==> src/rtl/bram_rd_streamer_pkg.sv <==
// Shared definitions for the BRAM read streamer.
// Holds the controller state encoding, the clog2 helper used for port
// widths, and the parameter legality check applied by the top level.
package bram_rd_streamer_pkg;

    typedef enum logic [1:0] {
        ST_IDLE  = 2'd0,
        ST_ISSUE = 2'd1,
        ST_DRAIN = 2'd2,
        ST_DONE  = 2'd3
    } state_t;

    function automatic int clog2(input int value);
        int result;
        int v;
        result = 0;
        v      = value - 1;
        while (v > 0) begin
            result++;
            v = v >> 1;
        end
        return result;
    endfunction

    function automatic bit is_pow2(input int value);
        return (value > 0) && ((value & (value - 1)) == 0);
    endfunction

    function automatic bit params_legal(input int rd_width, input int rd_depth,
                                        input int out_width, input int rd_latency,
                                        input int fifo_depth);
        return (out_width > 0) && (rd_width >= out_width) &&
               ((rd_width % out_width) == 0) && (rd_depth >= 2) &&
               ((rd_latency == 1) || (rd_latency == 2)) &&
               (fifo_depth >= rd_latency + 2) && is_pow2(fifo_depth);
    endfunction

endpackage

==> src/rtl/bram_rd_streamer_fifo.sv <==
// bram_rd_fifo: first-word-fall-through prefetch FIFO for wide RAM words.
// Ports:
//   clk, rst_n  clock and synchronous active-low reset (pointers/count only)
//   push, wdata write one word
//   pop         release the head word (caller guarantees non-empty)
//   rdata       current head word, valid whenever count != 0
//   count       number of stored words
module bram_rd_fifo
    import bram_rd_streamer_pkg::*;
#(
    parameter int WIDTH = 32,
    parameter int DEPTH = 4,
    localparam int PW = clog2(DEPTH),
    localparam int CW = PW + 1
) (
    input  logic             clk,
    input  logic             rst_n,
    input  logic             push,
    input  logic [WIDTH-1:0] wdata,
    input  logic             pop,
    output logic [WIDTH-1:0] rdata,
    output logic [CW-1:0]    count
);

    localparam logic [PW-1:0] ONE_P = 1;
    localparam logic [CW-1:0] ONE_C = 1;

    logic [WIDTH-1:0] mem [DEPTH];
    logic [PW-1:0]    wr_ptr;
    logic [PW-1:0]    rd_ptr;
    logic [CW-1:0]    cnt;

    always_ff @(posedge clk) begin
        if (push) begin
            mem[wr_ptr] <= wdata;
        end
    end

    always_ff @(posedge clk) begin
        if (!rst_n) begin
            wr_ptr <= '0;
            rd_ptr <= '0;
            cnt    <= '0;
        end else begin
            if (push) begin
                wr_ptr <= wr_ptr + ONE_P;
            end
            if (pop) begin
                rd_ptr <= rd_ptr + ONE_P;
            end
            case ({push, pop})
                2'b10:   cnt <= cnt + ONE_C;
                2'b01:   cnt <= cnt - ONE_C;
                default: cnt <= cnt;
            endcase
        end
    end

    assign rdata = mem[rd_ptr];
    assign count = cnt;

endmodule

==> src/rtl/bram_rd_streamer.sv <==
// bram_rd_streamer: reads a run of wide RAM words and replays them as a
// narrow valid/ready stream, least-significant slice first.
// Ports:
//   clk, rst_n                 clock, synchronous active-low reset
//   start/start_addr/num_words transfer request, sampled in IDLE only
//   busy, done                 transfer in progress / one-cycle completion pulse
//   ram_en/ram_regce/ram_addr  RAM read port control
//   ram_dout                   RAM read data, C_RD_LATENCY cycles after ram_en
//   m_valid/m_ready/m_data/m_last  output stream
//
// state    | meaning
// ST_IDLE  | waiting for start
// ST_ISSUE | issuing reads as prefetch credits allow
// ST_DRAIN | all reads issued, streaming out the remainder
// ST_DONE  | one-cycle done pulse
module bram_rd_streamer
    import bram_rd_streamer_pkg::*;
#(
    parameter int C_RAM_RD_WIDTH = 32,
    parameter int C_RAM_RD_DEPTH = 1024,
    parameter int C_OUT_WIDTH    = 16,
    parameter int C_RD_LATENCY   = 1,
    parameter int C_FIFO_DEPTH   = 4,
    localparam int AW = clog2(C_RAM_RD_DEPTH)
) (
    input  logic                      clk,
    input  logic                      rst_n,
    input  logic                      start,
    input  logic [AW-1:0]             start_addr,
    input  logic [AW:0]               num_words,
    output logic                      busy,
    output logic                      done,
    output logic                      ram_en,
    output logic                      ram_regce,
    output logic [AW-1:0]             ram_addr,
    input  logic [C_RAM_RD_WIDTH-1:0] ram_dout,
    output logic                      m_valid,
    input  logic                      m_ready,
    output logic [C_OUT_WIDTH-1:0]    m_data,
    output logic                      m_last
);

    localparam int RATIO = C_RAM_RD_WIDTH / C_OUT_WIDTH;
    localparam int BW    = (RATIO > 1) ? clog2(RATIO) : 1;
    localparam int CW    = clog2(C_FIFO_DEPTH) + 1;

    localparam logic [BW-1:0] LAST_BEAT = BW'(RATIO - 1);
    localparam logic [BW-1:0] ONE_B     = 1;
    localparam logic [AW-1:0] LAST_ADDR = AW'(C_RAM_RD_DEPTH - 1);
    localparam logic [AW-1:0] ONE_A     = 1;
    localparam logic [AW:0]   ONE_W     = 1;
    localparam logic [CW:0]   CREDITS   = (CW + 1)'(C_FIFO_DEPTH);

    if (!params_legal(C_RAM_RD_WIDTH, C_RAM_RD_DEPTH, C_OUT_WIDTH,
                      C_RD_LATENCY, C_FIFO_DEPTH)) begin : g_bad_params
        $error("bram_rd_streamer: illegal parameter combination");
    end

    state_t                    state;
    state_t                    state_nxt;
    logic [AW-1:0]             issue_addr;
    logic [AW:0]               issue_left;
    logic [AW:0]               words_left;
    logic [C_RD_LATENCY-1:0]   pipe_v;
    logic [BW-1:0]             beat_cnt;
    logic [CW-1:0]             in_flight;
    logic [CW-1:0]             fifo_count;
    logic [C_RAM_RD_WIDTH-1:0] fifo_rdata;
    logic [C_OUT_WIDTH-1:0]    slices [RATIO];
    logic                      credit_ok;
    logic                      push;
    logic                      pop;
    logic                      handshake;

    // ---------------- FSM ----------------
    always_ff @(posedge clk) begin
        if (!rst_n) begin
            state <= ST_IDLE;
        end else begin
            state <= state_nxt;
        end
    end

    always_comb begin
        state_nxt = state;
        case (state)
            ST_IDLE:  if (start) state_nxt = (num_words == '0) ? ST_DONE : ST_ISSUE;
            ST_ISSUE: if (ram_en && (issue_left == ONE_W)) state_nxt = ST_DRAIN;
            ST_DRAIN: if (handshake && m_last) state_nxt = ST_DONE;
            ST_DONE:  state_nxt = ST_IDLE;
            default:  state_nxt = ST_IDLE;
        endcase
    end

    always_comb begin
        busy   = 1'b0;
        done   = 1'b0;
        ram_en = 1'b0;
        case (state)
            ST_ISSUE: begin
                busy   = 1'b1;
                ram_en = credit_ok;
            end
            ST_DRAIN: busy = 1'b1;
            ST_DONE:  done = 1'b1;
            default:  ;
        endcase
    end

    // ---------------- credit / issue path ----------------
    // Every outstanding read owns a FIFO slot, so the FIFO cannot overflow.
    always_comb begin
        in_flight = '0;
        for (int i = 0; i < C_RD_LATENCY; i++) begin
            in_flight = in_flight + CW'(pipe_v[i]);
        end
    end

    assign credit_ok = ({1'b0, in_flight} + {1'b0, fifo_count}) < CREDITS;
    assign ram_addr  = issue_addr;
    assign ram_regce = (C_RD_LATENCY == 2);
    assign push      = pipe_v[C_RD_LATENCY-1];

    always_ff @(posedge clk) begin
        if (!rst_n) begin
            issue_addr <= '0;
            issue_left <= '0;
            words_left <= '0;
            pipe_v     <= '0;
            beat_cnt   <= '0;
        end else begin
            pipe_v[0] <= ram_en;
            for (int i = 1; i < C_RD_LATENCY; i++) begin
                pipe_v[i] <= pipe_v[i-1];
            end
            if ((state == ST_IDLE) && start) begin
                issue_addr <= start_addr;
                issue_left <= num_words;
                words_left <= num_words;
                beat_cnt   <= '0;
            end else begin
                if (ram_en) begin
                    issue_addr <= (issue_addr == LAST_ADDR) ? '0 : issue_addr + ONE_A;
                    issue_left <= issue_left - ONE_W;
                end
                if (handshake) begin
                    beat_cnt <= (beat_cnt == LAST_BEAT) ? '0 : beat_cnt + ONE_B;
                    if (pop) begin
                        words_left <= words_left - ONE_W;
                    end
                end
            end
        end
    end

    bram_rd_fifo #(
        .WIDTH (C_RAM_RD_WIDTH),
        .DEPTH (C_FIFO_DEPTH)
    ) u_fifo (
        .clk   (clk),
        .rst_n (rst_n),
        .push  (push),
        .wdata (ram_dout),
        .pop   (pop),
        .rdata (fifo_rdata),
        .count (fifo_count)
    );

    // ---------------- serializer ----------------
    always_comb begin
        for (int i = 0; i < RATIO; i++) begin
            slices[i] = fifo_rdata[i*C_OUT_WIDTH +: C_OUT_WIDTH];
        end
    end

    assign m_valid   = (fifo_count != '0);
    assign handshake = m_valid && m_ready;
    assign pop       = handshake && (beat_cnt == LAST_BEAT);
    // Gate data so the bus reads zero rather than stale FIFO contents when idle.
    assign m_data    = m_valid ? slices[beat_cnt] : '0;
    assign m_last    = m_valid && (beat_cnt == LAST_BEAT) && (words_left == ONE_W);

endmodule

==> config.mk <==
export PLATFORM = sky130hd
export DESIGN_NAME = bram_rd_streamer
export DESIGN_NICKNAME = d
export VERILOG_FILES = /design/src/rtl/bram_rd_streamer_pkg.sv /design/src/rtl/bram_rd_streamer_fifo.sv /design/src/rtl/bram_rd_streamer.sv
export SDC_FILE = /design/constraint.sdc
export NUM_CORES = 1
export LEC_CHECK = 0
export ABC_AREA = 1
export ABC_CLOCK_PERIOD_IN_PS = 2400
export BUFFER_PORTS_ARGS = -buffer_cell sky130_fd_sc_hd__buf_2
export CAP_MARGIN = 15
export CORE_MARGIN = 3
export CORE_UTILIZATION = 45
export CTS_CLUSTER_SIZE = 10
export DETAILED_ROUTE_END_ITERATION = 10
export HOLD_SLACK_MARGIN = 0.15
export MAX_ROUTING_LAYER = met4
export PLACE_DENSITY_LB_ADDON = 0.2
export SETUP_SLACK_MARGIN = 0.4
export SLEW_MARGIN = 20
export SYNTH_ARGS = -nofsm -noshare
export SYNTH_HDL_FRONTEND = slang
export SYNTH_SLANG_ARGS = --single-unit
==> constraint.sdc <==
create_clock -name clk -period 2.4 [get_ports clk]
set_input_delay 0.48 -clock clk [delete_from_list [all_inputs] [get_ports clk]]
set_output_delay 0.48 -clock clk [all_outputs]
set_load 0.01 [all_outputs]
==> summary.md, run 1 <==
| Metric | Value |
|---|---|
| Status | `finished, final reports clean` |
| Die Area | `19100 µm²` |
| Fin Setup TNS | `0 ns` |
| CTS tree | `done` |
| Drt initial violations | `roughly 450` |
| Top cell family by delay on the critical path | `buffers and inverters` |
| Clk_skew | `roughly 0.011 ns` |
| # IOs | `slightly below 90` |
| Reg clk slew, reported paths | `about 0.070 ns` |
| Hold-critical path depth | `1` |
| Vias | `5952` |
| Synth Cell Area | `7850 µm²` |
| Worst hold margin | `between 0.2 and 0.3 ns` |
| CTS Buf Count | `17` |
| Post-layout nets | `slightly below 1000` |
| Min Tclk post-route | `~2.4 ns` |
| Async SR Flop Fraction | `0` |
| Final setup fails | `0` |
| Clock Tree Root | `clkbuf_16` |
| Reg2reg setup slack | `between 0.2 and 0.3 ns` |
| Core ar. | `~17000 µm²` |
| Peak supply drop | `between 0.0007 and 0.0008 V` |
| # clock sinks | `~170` |
| Largest net degree at the start of global routing | `34` |
| Yosys warnings | `0` |
| PD cells | `about 930 nW/µm²` |
| DRC viols | `0` |
| Initial antenna violation count | `2` |
| WHS Endpoint | `u_fifo.mem[1][26]` |
| Final total power | `just under 0.009 W` |
| Seq/Total Area, Yosys | `0.604` |
| Global-route wire length before repair | `29700 µm` |
| Vias in the first global route | `5724` |
| Primary FF master, synth | `edfxtp_1` |
| Final WL | `between 15000 and 20000 µm` |
| Fmax | `0.421 GHz` |
| Die height | `138 µm` |
| Ratio of final minimum period to clock period | `0.990` |
| Placement row count | `between 40 and 50` |
| CP dominant cell by count | `nor2_1` |
| Detailed Place HPWL | `between 10000 and 15000 µm` |
| Final WS setup | `approximately 0.024 ns` |
| WS Path Type | `register to output port` |
| RR Startpoint | `u_fifo.count[1]` |
| Max-cap violations | `0` |
| Starting Density | `0.467` |
| Routed vias/inst | `5.15` |
| Slowest stage delay, CP | `0.46 ns` |
| Place WS | `between 0.2 and 0.3 ns` |
| CP startpoint kind | `register` |
| Drt wl/cell | `16.3 µm` |
| GPL Wtd Cong | `around 0.85` |
| Worst path cell trace | `buf_4 -> clkbuf_16 -> nor2_1 -> nor2_1 -> o21ai_0 -> a31oi_1 -> buf_2` |
| GRT overflow | `0` |
| R2R cell count | `15` |
| CTS max path bufs | `2` |
| Clock Latency Late Sink | `about 0.43 ns` |
| Share of cells above drive strength 1 | `0.250` |
| Worst EP required | `1.92 ns` |
| Cell leakage power | `about 3.8 nW` |
| Synthesized Nets | `roughly 880` |
| CP arrival | `around 1.9 ns` |
| Mean Syn Cell Area | `9.76 µm²` |
| Number of synthesized flops with an enable pin | `about 130` |
| Hold Path Class | `input pin to register` |
| Capturing point of the worst reg2reg path | `u_fifo.count[2]` |
| Slowest cell on the critical path | `dfxtp_4` |
| Die width | `around 140 µm` |
| Synthesized instance count | `804` |
| Unrepaired setup endpoints after global routing | `true` |
| GR Util All Layers | `0.201` |
| Hold-fix buffers, CTS | `0` |
| Count of different cell masters after synthesis | `40` |
| Crit end category | `output port` |
| IO Port Bufs | `87` |
| CTS H-tree lvls | `4` |
| Post-DRT Antenna Nets | `0` |
| WP buf/inv | `3` |
| Synth-to-layout area growth | `22.7%` |
| Max Slew Vio Count | `0` |
| Final hold vios | `0` |
| FF+latch count, synth | `173` |
| Hold Startpoint | `ram_dout[26]` |
| CP max FO | `15` |
| First-pass DRT Iterations | `5` |
-- metrics by stage --
stage                     instances  instance area (µm²)  utilization
after floorplan                 804                 7850            -
after global placement         1097                 8520        0.506
after detailed placement       1097                 8520        0.506
after CTS                      1141                 9320        0.554
after global routing           1155                 9630        0.572
final                          1155                 9630        0.572
-- final cells by class --
class	count	area [µm²]
Sequential cell	173	4760
Tap cell	220	275
Clock buffer	17	425
Clock inverter	15	146
Multi-Input combinational cell	528	2770
Antenna cell	2	5.00
Timing Repair Buffer	129	947
Fill cell	1469	7190
Inverter	71	298
-- how the worst max path moves through the flow --
| stage | cells past startpoint | to | from | slack (ns) |
|---|---|---|---|---|
| after floorplan | 11 | u_fifo.count[2] | m_ready | 0.52 |
| after global placement | 12 | u_fifo.count[2] | m_ready | 0.34 |
| after detailed placement | 12 | u_fifo.count[2] | m_ready | 0.29 |
| after CTS | 8 | m_data[13] | register | 0.03 |
| after global routing | 7 | m_data[13] | register | -0.06 |
| final | 7 | m_data[13] | register | 0.02 |
-- routing by layer --
metal  global-route usage  vias up  wire length, µm
met2                0.331      151             9400
met4               0.0603        0              281
li1                     -     2967                -
met5                    -        -                0
met3               0.0480       21              941
met1                0.248     2813             8250
-- what timing repair did --
action / in CTS / in global routing
gates resized for setup: 42 / 64
gates cloned: 1 / 4
pin swaps: 6 / 21
setup buffers: 11 / 8
setup endpoints to repair: 19 / 24
-- cells in the mapped netlist, drive strengths merged, types with 8 or more instances --
master,instances,area [µm²]
nor2,161,661
edfxtp,128,3840
nand2,125,527
o21ai,117,586
inv,71,274
dfxtp,45,901
a31oi,32,213
nand3,26,130
a21oi,20,100
buf,19,131
ha,15,188
clkbuf,13,48.8
xor2,8,70.1
-- cell usage in the layout (no fill, tap or decap), types with 3 or more instances in the layout --
cell,instances
o21ai_1,37
buf_12,7
dfxtp_2,6
ha_1,13
a31oi_2,3
inv_4,5
a21oi_1,19
nand3b_1,3
inv_6,5
o21ai_2,13
nor2_2,7
nand2_4,5
nor2_1,146
nand2_2,8
xor2_1,8
buf_2,86
clkinvlp_4,3
clkinv_4,3
nor2_4,7
nand4_1,7
o21ai_0,67
nand3_1,25
clkbuf_16,20
inv_2,5
inv_1,57
dfxtp_1,37
a31oi_1,29
edfxtp_1,128
inv_8,6
buf_4,25
nand2_1,112
buf_6,5
-- cells by family (layout without fill, tap and decap cells) --
logic type | Yosys count | count (layout) | synth area share
fa+ha+maj | 16 | 16 | 0.0265
compound gates | 175 | 175 | 0.120
xor+xnor | 9 | 9 | 0.0100
other cells | 1 | 3 | 0.000478
simple gates | 327 | 327 | 0.180
flops | 173 | 173 | 0.604
buf+inv | 103 | 232 | 0.0579
-- power breakdown --
part           switching, W  leakage [nW]  total (W)  internal [W]
clock network       0.00127         0.276    0.00265       0.00138
registers          0.000207          1.53    0.00372       0.00351
logic               0.00159          1.97    0.00258      0.000988
-- registers in the layout (all words and copies together), names as in the netlist, named ones only --
register       cells
u_fifo.wr_ptr      2
issue_left        11
u_fifo.count       3
u_fifo.mem       128
state              2
pipe_v             1
beat_cnt           1
words_left        11
ram_addr          10
u_fifo.rd_ptr      2
(Power assumes the default switching activity.)
==> inputs of run 2 (changes only) <==
--- a/config.mk
+++ b/config.mk
@@ -9,8 +9,10 @@
 export ABC_CLOCK_PERIOD_IN_PS = 2400
 export BUFFER_PORTS_ARGS = -buffer_cell sky130_fd_sc_hd__buf_2
 export CAP_MARGIN = 15
+export CELL_PAD_IN_SITES_DETAIL_PLACEMENT = 2
+export CELL_PAD_IN_SITES_GLOBAL_PLACEMENT = 2
 export CORE_MARGIN = 3
-export CORE_UTILIZATION = 45
+export CORE_UTILIZATION = 37
 export CTS_CLUSTER_SIZE = 10
 export DETAILED_ROUTE_END_ITERATION = 10
 export HOLD_SLACK_MARGIN = 0.15
==> summary.md, run 2 (synthesized netlist as in run 1, its figures left out) <==
| Metric | Value |
|---|---|
| Share of cells above drive strength 1 | `0.300 (+0.0502)` |
| Min Tclk post-route | `2.57 ns (+0.192 ns)` |
| Most frequent cells in the layout | `edfxtp_1 (128), nor2_1 (124), nand2_1 (112), buf_2 (85)` |
| Placement row count | `52 (+11%)` |
| Final setup fails | `10 (+10)` |
| Largest regs | `u_fifo.mem: 128 flops, issue_left: 11 flops, words_left: 11 flops` |
| Status | `finished, violations left` |
| Relative slew slack | `0.625` |
| Core ar. | `20600 µm² (+22%)` |
| GRT overflow | `0 (unchanged)` |
| Hold-critical path depth | `1 (unchanged)` |
| Cell leakage power | `3.99 nW (+5.9%)` |
| Initial antenna violation count | `1 (-1)` |
| GR Util All Layers | `0.248 (+0.0467)` |
| Drt initial violations | `372 (-17%)` |
| Hold-fix buffers, CTS | `0 (unchanged)` |
| CTS H-tree lvls | `4 (unchanged)` |
| Final WS setup | `-0.168 ns (-0.192 ns)` |
| Post-layout nets | `1017 (+2.4%)` |
| Slowest cell on the critical path | `dfxtp_4` |
| Switching pwr | `0.00356 W (+16%)` |
| Reg area | `4760 µm² (about the same)` |
| GPL Wtd Cong | `0.806 (-5.4%)` |
| Reg2reg setup slack | `0.17 ns (-0.11 ns)` |
| Top reg by flops | `u_fifo.mem` |
| WP buf/inv | `3 (unchanged)` |
| RR Startpoint | `u_fifo.count[0]` |
| Combinational Power Share | `0.301 (+0.013)` |
| Routed vias/inst | `5.45 (+5.7%)` |
| DRC viols | `0 (unchanged)` |
| Vias in the first global route | `7215 (+26%)` |
| Net Sw Frac | `0.368 (+0.0255)` |
| Multi-input logic area | `2910 µm² (+4.9%)` |
| Reg clk slew, reported paths | `0.08 ns (about the same)` |
| Global-route wire length before repair | `41400 µm (+40%)` |
| Post-route cell area | `10200 µm² (+6.2%)` |
| Placed cell area | `8650 µm² (+1.5%)` |
| Fmax | `0.389 GHz (-7.5%)` |
| Vias | `6688 (+12%)` |
| WS Path Type | `register to output port` |
| Hold Path Class | `input pin to register` |
| Power Internal | `0.00610 W (+3.8%)` |
| WP depth | `9 (+2)` |
| Clock Tree Root | `clkbuf_16` |
| Die height | `152 µm (+9.8%)` |
| Largest register FFs | `128 (unchanged)` |
| Die Area | `23000 µm² (+21%)` |
| Seq pwr share | `0.390 (-0.026)` |
| Clock share of power | `0.310 (+0.014)` |
| Crit end category | `output port` |
| Slowest stage delay, CP | `0.38 ns (-0.08 ns)` |
| Final hold vios | `0 (unchanged)` |
| R2R cell count | `15 (unchanged)` |
| Final WL | `31400 µm (+67%)` |
| Ratio of final minimum period to clock period | `1.07 (+0.0798)` |
| Max Slew Vio Count | `0 (unchanged)` |
| PD cells | `945 nW/µm² (+1.7%)` |
| Layout fillers | `2123 (+45%)` |
| Worst setup endpoint | `m_data[5]` |
| Peak supply drop | `0.000572 V (-22%)` |
| CTS Buf Count | `17 (unchanged)` |
| Top cell family by delay on the critical path | `compound AO/OA/AOI/OAI gates` |
| Most common cell after layout, fill and taps aside | `edfxtp_1` |
| # IOs | `89 (unchanged)` |
| CP arrival | `2.09 ns (+0.19 ns)` |
| Worst EP required | `1.92 ns (about the same)` |
| CTS tree | `done` |
| Violated checks | `setup timing` |
| Post-DRT Antenna Nets | `0 (unchanged)` |
| Starting Density | `0.382 (-0.0849)` |
| Detailed Place HPWL | `17200 µm (+46%)` |
| Synth-to-layout area growth | `30.2%` |
| Worst hold margin | `0.249 ns (-0.00918 ns)` |
| CP startpoint kind | `register` |
| Slew @ Worst Pin | `0.562 ns` |
| First-pass DRT Iterations | `5 (unchanged)` |
| Clock Latency Late Sink | `0.45 ns (+0.02 ns)` |
| Drt wl/cell | `25.6 µm (+57%)` |
| Largest net degree at the start of global routing | `33 (-2.9%)` |
| CTS max path bufs | `2 (unchanged)` |
| IO Port Bufs | `87 (unchanged)` |
| Capturing point of the worst reg2reg path | `u_fifo.count[2]` |
| Worst path cell trace | `buf_12 -> buf_8 -> nor2_1 -> nor2_1 -> o21ai_1 -> o21ai_1 -> o21ai_2 -> a31oi_1 -> buf_2` |
| CP max FO | `8 (-7)` |
| Unrepaired setup endpoints after global routing | `true` |
| # clock sinks | `173 (unchanged)` |
| Die width | `152 µm (+9.8%)` |
| Max-cap violations | `0 (unchanged)` |
| Clk_skew | `0.0155 ns (+0.00418 ns)` |
==> run 2: cell count changes in the layout (fill, tap and decap cells not counted), moves of 6 or more <==
| cell | change |
|---|---|
| buf_4 | +7 |
| o21ai_0 | -26 |
| buf_6 | +7 |
| nor2_4 | +9 |
| nor2_2 | +13 |
| nor2_1 | -22 |
| buf_8 | +6 |
| o21ai_1 | +20 |
==> run 2: area by class of cell <==
| cell class | instances | share of cell area |
|---|---|---|
| clock buffers | 18 | 0.0420 |
| diodes | 1 | 0.000245 |
| inverters | 71 | 0.0304 |
| flip-flops and latches | 173 | 0.466 |
| well taps | 270 | 0.0331 |
| repair buffers | 153 | 0.127 |
| clock inverters | 14 | 0.0173 |
| multi-input cells | 528 | 0.284 |
==> run 2: worst min-delay path by stage <==
stage | start | endpoint
2_1_floorplan | u_fifo.rd_ptr[1] | register
3_3_place_gp | u_fifo.rd_ptr[0] | u_fifo.rd_ptr[0]
3_5_place_dp | u_fifo.rd_ptr[0] | u_fifo.rd_ptr[0]
4_1_cts | ram_dout[8] | u_fifo.mem[0][8]
5_1_grt | ram_dout[9] | u_fifo.mem[2][9]
6_report | ram_dout[12] | u_fifo.mem[1][12]
==> run 2: what timing repair did <==
item	CTS	global route
pin swaps	8	44
buffers inserted	22	13
cloned	1	8
gates resized for setup	64	131
setup endpoints to repair	20	21
==> run 2: layer usage <==
| metal | wire length, µm | global-route usage |
|---|---|---|
| met5 | 0 | - |
| met3 | 964 | 0.0360 |
| met1 | 12200 | 0.275 |
| met2 | 17200 | 0.454 |
| met4 | 1090 | 0.0849 |
==> run 2: metrics by stage <==
step           setup TNS, ns  setup WS [ns]  instances   util  total power [W]
6_report              -0.766         -0.168       1228  0.497          0.00966
5_1_grt                -1.87         -0.263       1228  0.497           0.0102
4_1_cts                    0         0.0147       1206  0.465          0.00936
3_5_place_dp               0          0.178       1151  0.421          0.00628
3_3_place_gp               0          0.276       1151  0.421          0.00612
2_1_floorplan              0          0.516        804      -          0.00538
==> run 2: power groups by stage <==
| stage | combinational (W) | sequential (W) | clock, W |
|---|---|---|---|
| global route | 0.00322 | 0.00380 | 0.00314 |
| global placement | 0.00236 | 0.00376 | 0 |
| finish | 0.00291 | 0.00376 | 0.00299 |
| CTS | 0.00269 | 0.00373 | 0.00294 |
| detailed placement | 0.00249 | 0.00379 | 0 |
| floorplan | 0.00164 | 0.00374 | 0 |
